--- config.mk ---
export PLATFORM = sky130hd
export DESIGN_NAME = debouncer_multi
export DESIGN_NICKNAME = d
export VERILOG_FILES = /design/src/rtl/debounce_pkg.sv /design/src/rtl/debounce_chan.sv /design/src/rtl/debouncer_multi.sv
export SDC_FILE = /design/constraint.sdc
export NUM_CORES = 1
export LEC_CHECK = 0
export ABC_AREA = 1
export ABC_CLOCK_PERIOD_IN_PS = 12850
export CORE_MARGIN = 3
export CORE_UTILIZATION = 55
export DETAILED_ROUTE_END_ITERATION = 10
export PLACE_DENSITY = 0.72
export SLEW_MARGIN = 20
export SYNTH_ARGS = -nofsm -noshare
export SYNTH_HDL_FRONTEND = slang
export SYNTH_SLANG_ARGS = --single-unit
export TNS_END_PERCENT = 1
--- constraint.sdc ---
create_clock -name clk -period 12.85 [get_ports clk]
set_input_delay 3.2125 -clock clk [delete_from_list [all_inputs] [get_ports clk]]
set_output_delay 3.2125 -clock clk [all_outputs]
set_load 0.005 [all_outputs]
--- src/rtl/debounce_pkg.sv ---
// Shared defaults and the counter-width helper for the multi-channel button debouncer.
package debounce_pkg;

    localparam int unsigned NCH_MAX        = 16;
    localparam int unsigned STABLE_CNT_DEF = 500000;
    localparam int unsigned REPEAT_DLY_DEF = 50000000;
    localparam int unsigned REPEAT_PER_DEF = 10000000;

    // One spare bit above the largest terminal count so no counter can wrap.
    function automatic int unsigned cnt_width(input int unsigned a,
                                              input int unsigned b,
                                              input int unsigned c);
        int unsigned m;
        m = a;
        if (b > m) m = b;
        if (c > m) m = c;
        return $clog2(m) + 1;
    endfunction

endpackage

--- src/rtl/debounce_chan.sv ---
// Single button channel: 2-flop sync, stability counter, level, edge pulses, optional auto-repeat.
// Auto-repeat timer is built only when DEBOUNCE_REPEAT_EN is defined.
module debounce_chan
    import debounce_pkg::*;
#(
    parameter int unsigned STABLE_CNT = STABLE_CNT_DEF,
    parameter int unsigned REPEAT_DLY = REPEAT_DLY_DEF,
    parameter int unsigned REPEAT_PER = REPEAT_PER_DEF
) (
    input  logic clk,
    input  logic reset2,
    input  logic btn_raw,
    output logic level,
    output logic rise,
    output logic fall,
    output logic rpt
);

    localparam int unsigned CW = cnt_width(STABLE_CNT, REPEAT_DLY, REPEAT_PER);

    logic          sync_q1;
    logic          sync_q2;
    logic [CW-1:0] stab_cnt;
    logic [CW-1:0] stab_cnt_nxt;
    logic          level_nxt;

    always_ff @(posedge clk or posedge reset2) begin
        if (reset2) begin
            sync_q1 <= 1'b0;
            sync_q2 <= 1'b0;
        end else begin
            sync_q1 <= btn_raw;
            sync_q2 <= sync_q1;
        end
    end

    // Count consecutive disagreeing cycles; accept the new level on the last one.
    always_comb begin
        stab_cnt_nxt = '0;
        level_nxt    = level;
        if (sync_q2 != level) begin
            if (stab_cnt == CW'(STABLE_CNT - 1)) begin
                level_nxt = sync_q2;
            end else begin
                stab_cnt_nxt = stab_cnt + CW'(1);
            end
        end
    end

    always_ff @(posedge clk or posedge reset2) begin
        if (reset2) begin
            stab_cnt <= '0;
            level    <= 1'b0;
            rise     <= 1'b0;
            fall     <= 1'b0;
        end else begin
            stab_cnt <= stab_cnt_nxt;
            level    <= level_nxt;
            rise     <= level_nxt & ~level;
            fall     <= ~level_nxt & level;
        end
    end

`ifdef DEBOUNCE_REPEAT_EN
    logic [CW-1:0] rep_cnt;
    logic [CW-1:0] rep_cnt_nxt;
    logic [CW-1:0] rep_inc;
    logic [CW-1:0] rep_tgt;
    logic          rep_first;
    logic          rep_first_nxt;
    logic          rpt_nxt;

    // Timer runs only while the level stays high; first interval is the delay, then the period.
    always_comb begin
        rep_cnt_nxt   = '0;
        rep_first_nxt = 1'b1;
        rpt_nxt       = 1'b0;
        rep_inc       = rep_cnt + CW'(1);
        rep_tgt       = rep_first ? CW'(REPEAT_DLY) : CW'(REPEAT_PER);
        if (level && level_nxt) begin
            if (rep_inc == rep_tgt) begin
                rpt_nxt       = 1'b1;
                rep_first_nxt = 1'b0;
            end else begin
                rep_cnt_nxt   = rep_inc;
                rep_first_nxt = rep_first;
            end
        end
    end

    always_ff @(posedge clk or posedge reset2) begin
        if (reset2) begin
            rep_cnt   <= '0;
            rep_first <= 1'b1;
            rpt       <= 1'b0;
        end else begin
            rep_cnt   <= rep_cnt_nxt;
            rep_first <= rep_first_nxt;
            rpt       <= rpt_nxt;
        end
    end
`else
    assign rpt = 1'b0;
`endif

endmodule

--- src/rtl/debouncer_multi.sv ---
// NCH independent debounced button channels with press/release pulses and auto-repeat.
// Define DEBOUNCE_REPEAT_EN to build the auto-repeat timers; otherwise btn_repeat is 0.
module debouncer_multi
    import debounce_pkg::*;
#(
    parameter int unsigned NCH        = 4,
    parameter int unsigned STABLE_CNT = STABLE_CNT_DEF,
    parameter int unsigned REPEAT_DLY = REPEAT_DLY_DEF,
    parameter int unsigned REPEAT_PER = REPEAT_PER_DEF
) (
    input  logic           clk,
    input  logic           reset2,
    input  logic [NCH-1:0] btn_in,
    output logic [NCH-1:0] btn_level,
    output logic [NCH-1:0] btn_rise,
    output logic [NCH-1:0] btn_fall,
    output logic [NCH-1:0] btn_repeat
);

    for (genvar i = 0; i < NCH; i++) begin : g_chan
        debounce_chan #(
            .STABLE_CNT (STABLE_CNT),
            .REPEAT_DLY (REPEAT_DLY),
            .REPEAT_PER (REPEAT_PER)
        ) u_chan (
            .clk     (clk),
            .reset2  (reset2),
            .btn_raw (btn_in[i]),
            .level   (btn_level[i]),
            .rise    (btn_rise[i]),
            .fall    (btn_fall[i]),
            .rpt     (btn_repeat[i])
        );
    end

endmodule

# [Yosys cells after proc, flatten, opt, wreduce, memory -nomap -nowiden]
# Cells that the tools add are included.
[word_totals] register_bits=128 output_inout_bits=16 wordCells=68
[classes] addsub=4 eq_ne=8 n_mux=16 bitwise_logic=16
[op_table] operator="27-bit 2-to-1 mux" count=8
[op_table] operator="27-bit by 1-bit adder with 27-bit output, second input constant" count=4
[op_table] operator="27-bit by 19-bit == test with 1-bit output, second input constant" count=4
[op_table] operator="1-bit bitwise AND" count=8
[op_table] operator="1-bit 2-to-1 mux" count=8
[op_table] operator="1-bit NOT" count=8
[op_table] operator="1-bit inequality test" count=4

# [Longest topological paths before layout]
[logic_depth] word_depth=5 depth_mapped=9 ltp_nobuf=9

# [By module]
# A second synthesis with hierarchy kept.
[unflattened] hier_cells=1024 hier_area_um2=7572.3
[by_module_without_submodules] mod="debounce_chan" n_inst=4 cells_per_inst=256 area_each_um2=1893.1 seq_area_each_um2=800.8

# [Worst setup path after synthesis]
# OpenSTA, ideal clock, no wires.
[synth_path] path_kind="register -> output" start="register g_chan[0].u_chan.level" end="output port btn_level[0]" arrival_time_ns=0.535 path_slack_ns=9.102 stages_incl_launch_ff=2 n_path_buf=1 path_cell_list="dfrtp_1 buf_4"
[synth_rtl] item="start, declared" line="debounce_chan.sv:13" text="output logic level,"
[synth_rtl] item="start signal, assigned" line="debounce_chan.sv:58" text="level <= level_nxt;"
[synth_rtl] item="end, declared" line="debouncer_multi.sv:14" text="output logic [NCH-1:0] btn_level,"
# No word-level cell between the ends.

# [Worst setup path after layout]
[layout_path] start="register g_chan[0].u_chan.level" end="output port btn_level[0]"
# No word-level cell between the ends.

==> metrics <==
number of synthesized flops with an enable pin=0; Max Buffers Root-to-Sink=2; ys flop type=dfrtp_1; CTS tree=yes; Area growth syn-to-layout=10.9%; Seq cells post-synth=128; 1st-iter DRT viols=477; Routed WL=15900 um; CTS H-tree lvls=4; DR pass1 iterations=5; pre-CTS setup slack=7.80 ns; CP startpoint kind=register; Slew HR=37.8%; status=complete, no violations; Avg WL per Cell=12.8 um; num rows=41; max_cap viols=0; max incr delay on CP=0.53 ns; Initial Utilization=57.5%; crit-path leading delay family=buffers and inverters; Crit Path Category=reg2out; first-pass GRT wire length=28000 um; DRC errors left=0; PortBufs=17; Hold Crit Class=reg2reg; Die Ht=122 um; actual slew at the worst max-slew pin=0.932 ns; fin nets=1076; setup TNS=0 ns; clock share of power=50.1%; die footprint=14900 um^2; initial antenna violation count=0; period utilization=35.5%; Ports=22; total global-route track usage=23.6%; CORE AREA=12900 um^2; setup violators final=0; P_sw=0.187 mW; routed via count=6308; Distinct cells, synth=30; share of layout cells above drive strength 1=7.36%; commonest non-fill, non-tap cell in the layout=nand2_1; # resized after CTS=0; clock latency on the worst-skew pair=0.42 ns; clock skew=0.00408 ns; commonest non-fill, non-tap cells in the layout=nand2_1, nor2_1, dfrtp_1; Comb power frac=2.9%; pins over their slew limit=0; Flop pwr share=47.0%; Mapped Avg Cell Area=7.08 um^2; clock slew at reported path FFs=0.05 ns; fmax=219 MHz; Max FO, Critical Path=5; endpoints failing hold=0; Worst Path Required=9.64 ns; R2R Setup Slk=10.91 ns; Worst Setup Slack, final=8.28 ns; worst path cell trace=clkdlybuf4s50_1; Hold Buf Count CTS=0; Post-CTS Setup Repair Bufs=0; Mapped Area=7400 um^2; net switching fraction of the power=21.4%; worst vdd ir=0.0000888 V; DR vias/cell=5.06; Worst path slowest cell=clkdlybuf4s50_1; largest net degree at the start of global routing=78; sequential cell area fraction in the yosys report=43.3%; Critical path buffers and inverters=1; Critical Path End Type=output pin; Pint=0.689 mW; diode count=0; synth warn=0; DIE WIDTH=122 um; power density over the cells=107 nW/um^2; Sink Count=128; LEAKAGE=3.53 nW; critical path arrival=1.36 ns; vias in the first global route=5947; detailed placement HPWL=11800 um; TritonCTS Buffers=17; total gr overflow=0; async set-reset flop share out of synthesis=100%; RSZ-0062 raised after global routing=no; Placer Congestion=0.997; synthesized instance count=1045; CTS Root Cell=clkbuf_16; Post-DRT Antenna Nets=0; Final min period=4.57 ns
state kept, by name (all words and copies together) (netlist names):
name	flops
g_chan.u_chan.fall	4
g_chan.u_chan.stab_cnt	108
g_chan.u_chan.rise	4
g_chan.u_chan.sync_q1	4
g_chan.u_chan.level	4
g_chan.u_chan.sync_q2	4
power by group through the flow:
stage	clock network (mW)	logic, mW	registers (mW)
final	0.439	0.0257	0.412
after global routing	0.467	0.0302	0.412
after CTS	0.448	0.0268	0.412
after detailed placement	0	0.0267	0.419
after global placement	0	0.0262	0.418
after floorplan	0	0.0197	0.418
stage by stage:
step / hold slack [ns] / utilization [%] / instances / area [um^2] / power, mW
3_5_place_dp: 0.341 / 59.6 / 1219 / 7680 / 0.445
5_1_grt: 0.356 / 63.8 / 1246 / 8210 / 0.909
4_1_cts: 0.352 / 63.8 / 1246 / 8210 / 0.886
6_report: 0.349 / 63.8 / 1246 / 8210 / 0.876
3_3_place_gp: 0.335 / 59.6 / 1219 / 7680 / 0.445
2_1_floorplan: 0.331 / - / 1048 / 7410 / 0.437
Yosys cell counts, types with 4 or more instances:
master	n	area [um^2]
a21oi_1	12	60.1
and2_1	6	37.5
buf_2	4	20.0
buf_4	16	120
dfrtp_1	128	3200
ha_1	4	50.1
inv_1	118	443
nand2_1	282	1060
nand2_2	13	81.3
nand3_1	65	325
nand4_1	16	100
nor2_1	272	1020
nor2_2	15	93.8
nor2_4	12	135
nor3_1	13	65.1
o21ai_0	4	20.0
xnor2_1	22	193
xor2_1	25	219
worst paths after layout:
kind,start,end,cells past startpoint
setup / recovery,g_chan[0].u_chan.level,btn_level[0],1
hold / removal,g_chan[1].u_chan.sync_q1,g_chan[1].u_chan.sync_q2,0
setup reg to reg,g_chan[2].u_chan.sync_q2,g_chan[2].u_chan.stab_cnt[13],6
hold reg to reg,g_chan[1].u_chan.sync_q1,g_chan[1].u_chan.sync_q2,0
max in group asynchronous,reset2,g_chan[3].u_chan.stab_cnt[16],3
min in group asynchronous,reset2,g_chan[1].u_chan.fall,2
cell families after synthesis:
group / after synthesis / share of synthesized area, %
xor+xnor: 47 / 5.56
flops: 128 / 43.3
compound gates: 22 / 1.66
simple gates: 704 / 40.8
buf+inv: 139 / 7.93
fa+ha+maj: 4 / 0.676
other cells: 1 / 0.0507
layer usage:
metal / track usage [%] / wire [um] / vias to the layer above
met1: 32.7 / 7540 / 2925
met4: 6.65 / 187 / 0
li1: - / - / 3227
met3: 5.80 / 902 / 14
met2: 37.2 / 7310 / 142
met5: 0 / 0 / -
cell type report:
type / instances / area, um^2
fill: 1217 / 4670
multi-input combinational: 781 / 3620
sequential: 128 / 3200
clock buffer: 21 / 470
inverter: 119 / 452
tap: 172 / 215
timing repair buffer: 19 / 185
clock inverter: 6 / 62.6
(Power assumes the default switching activity.)
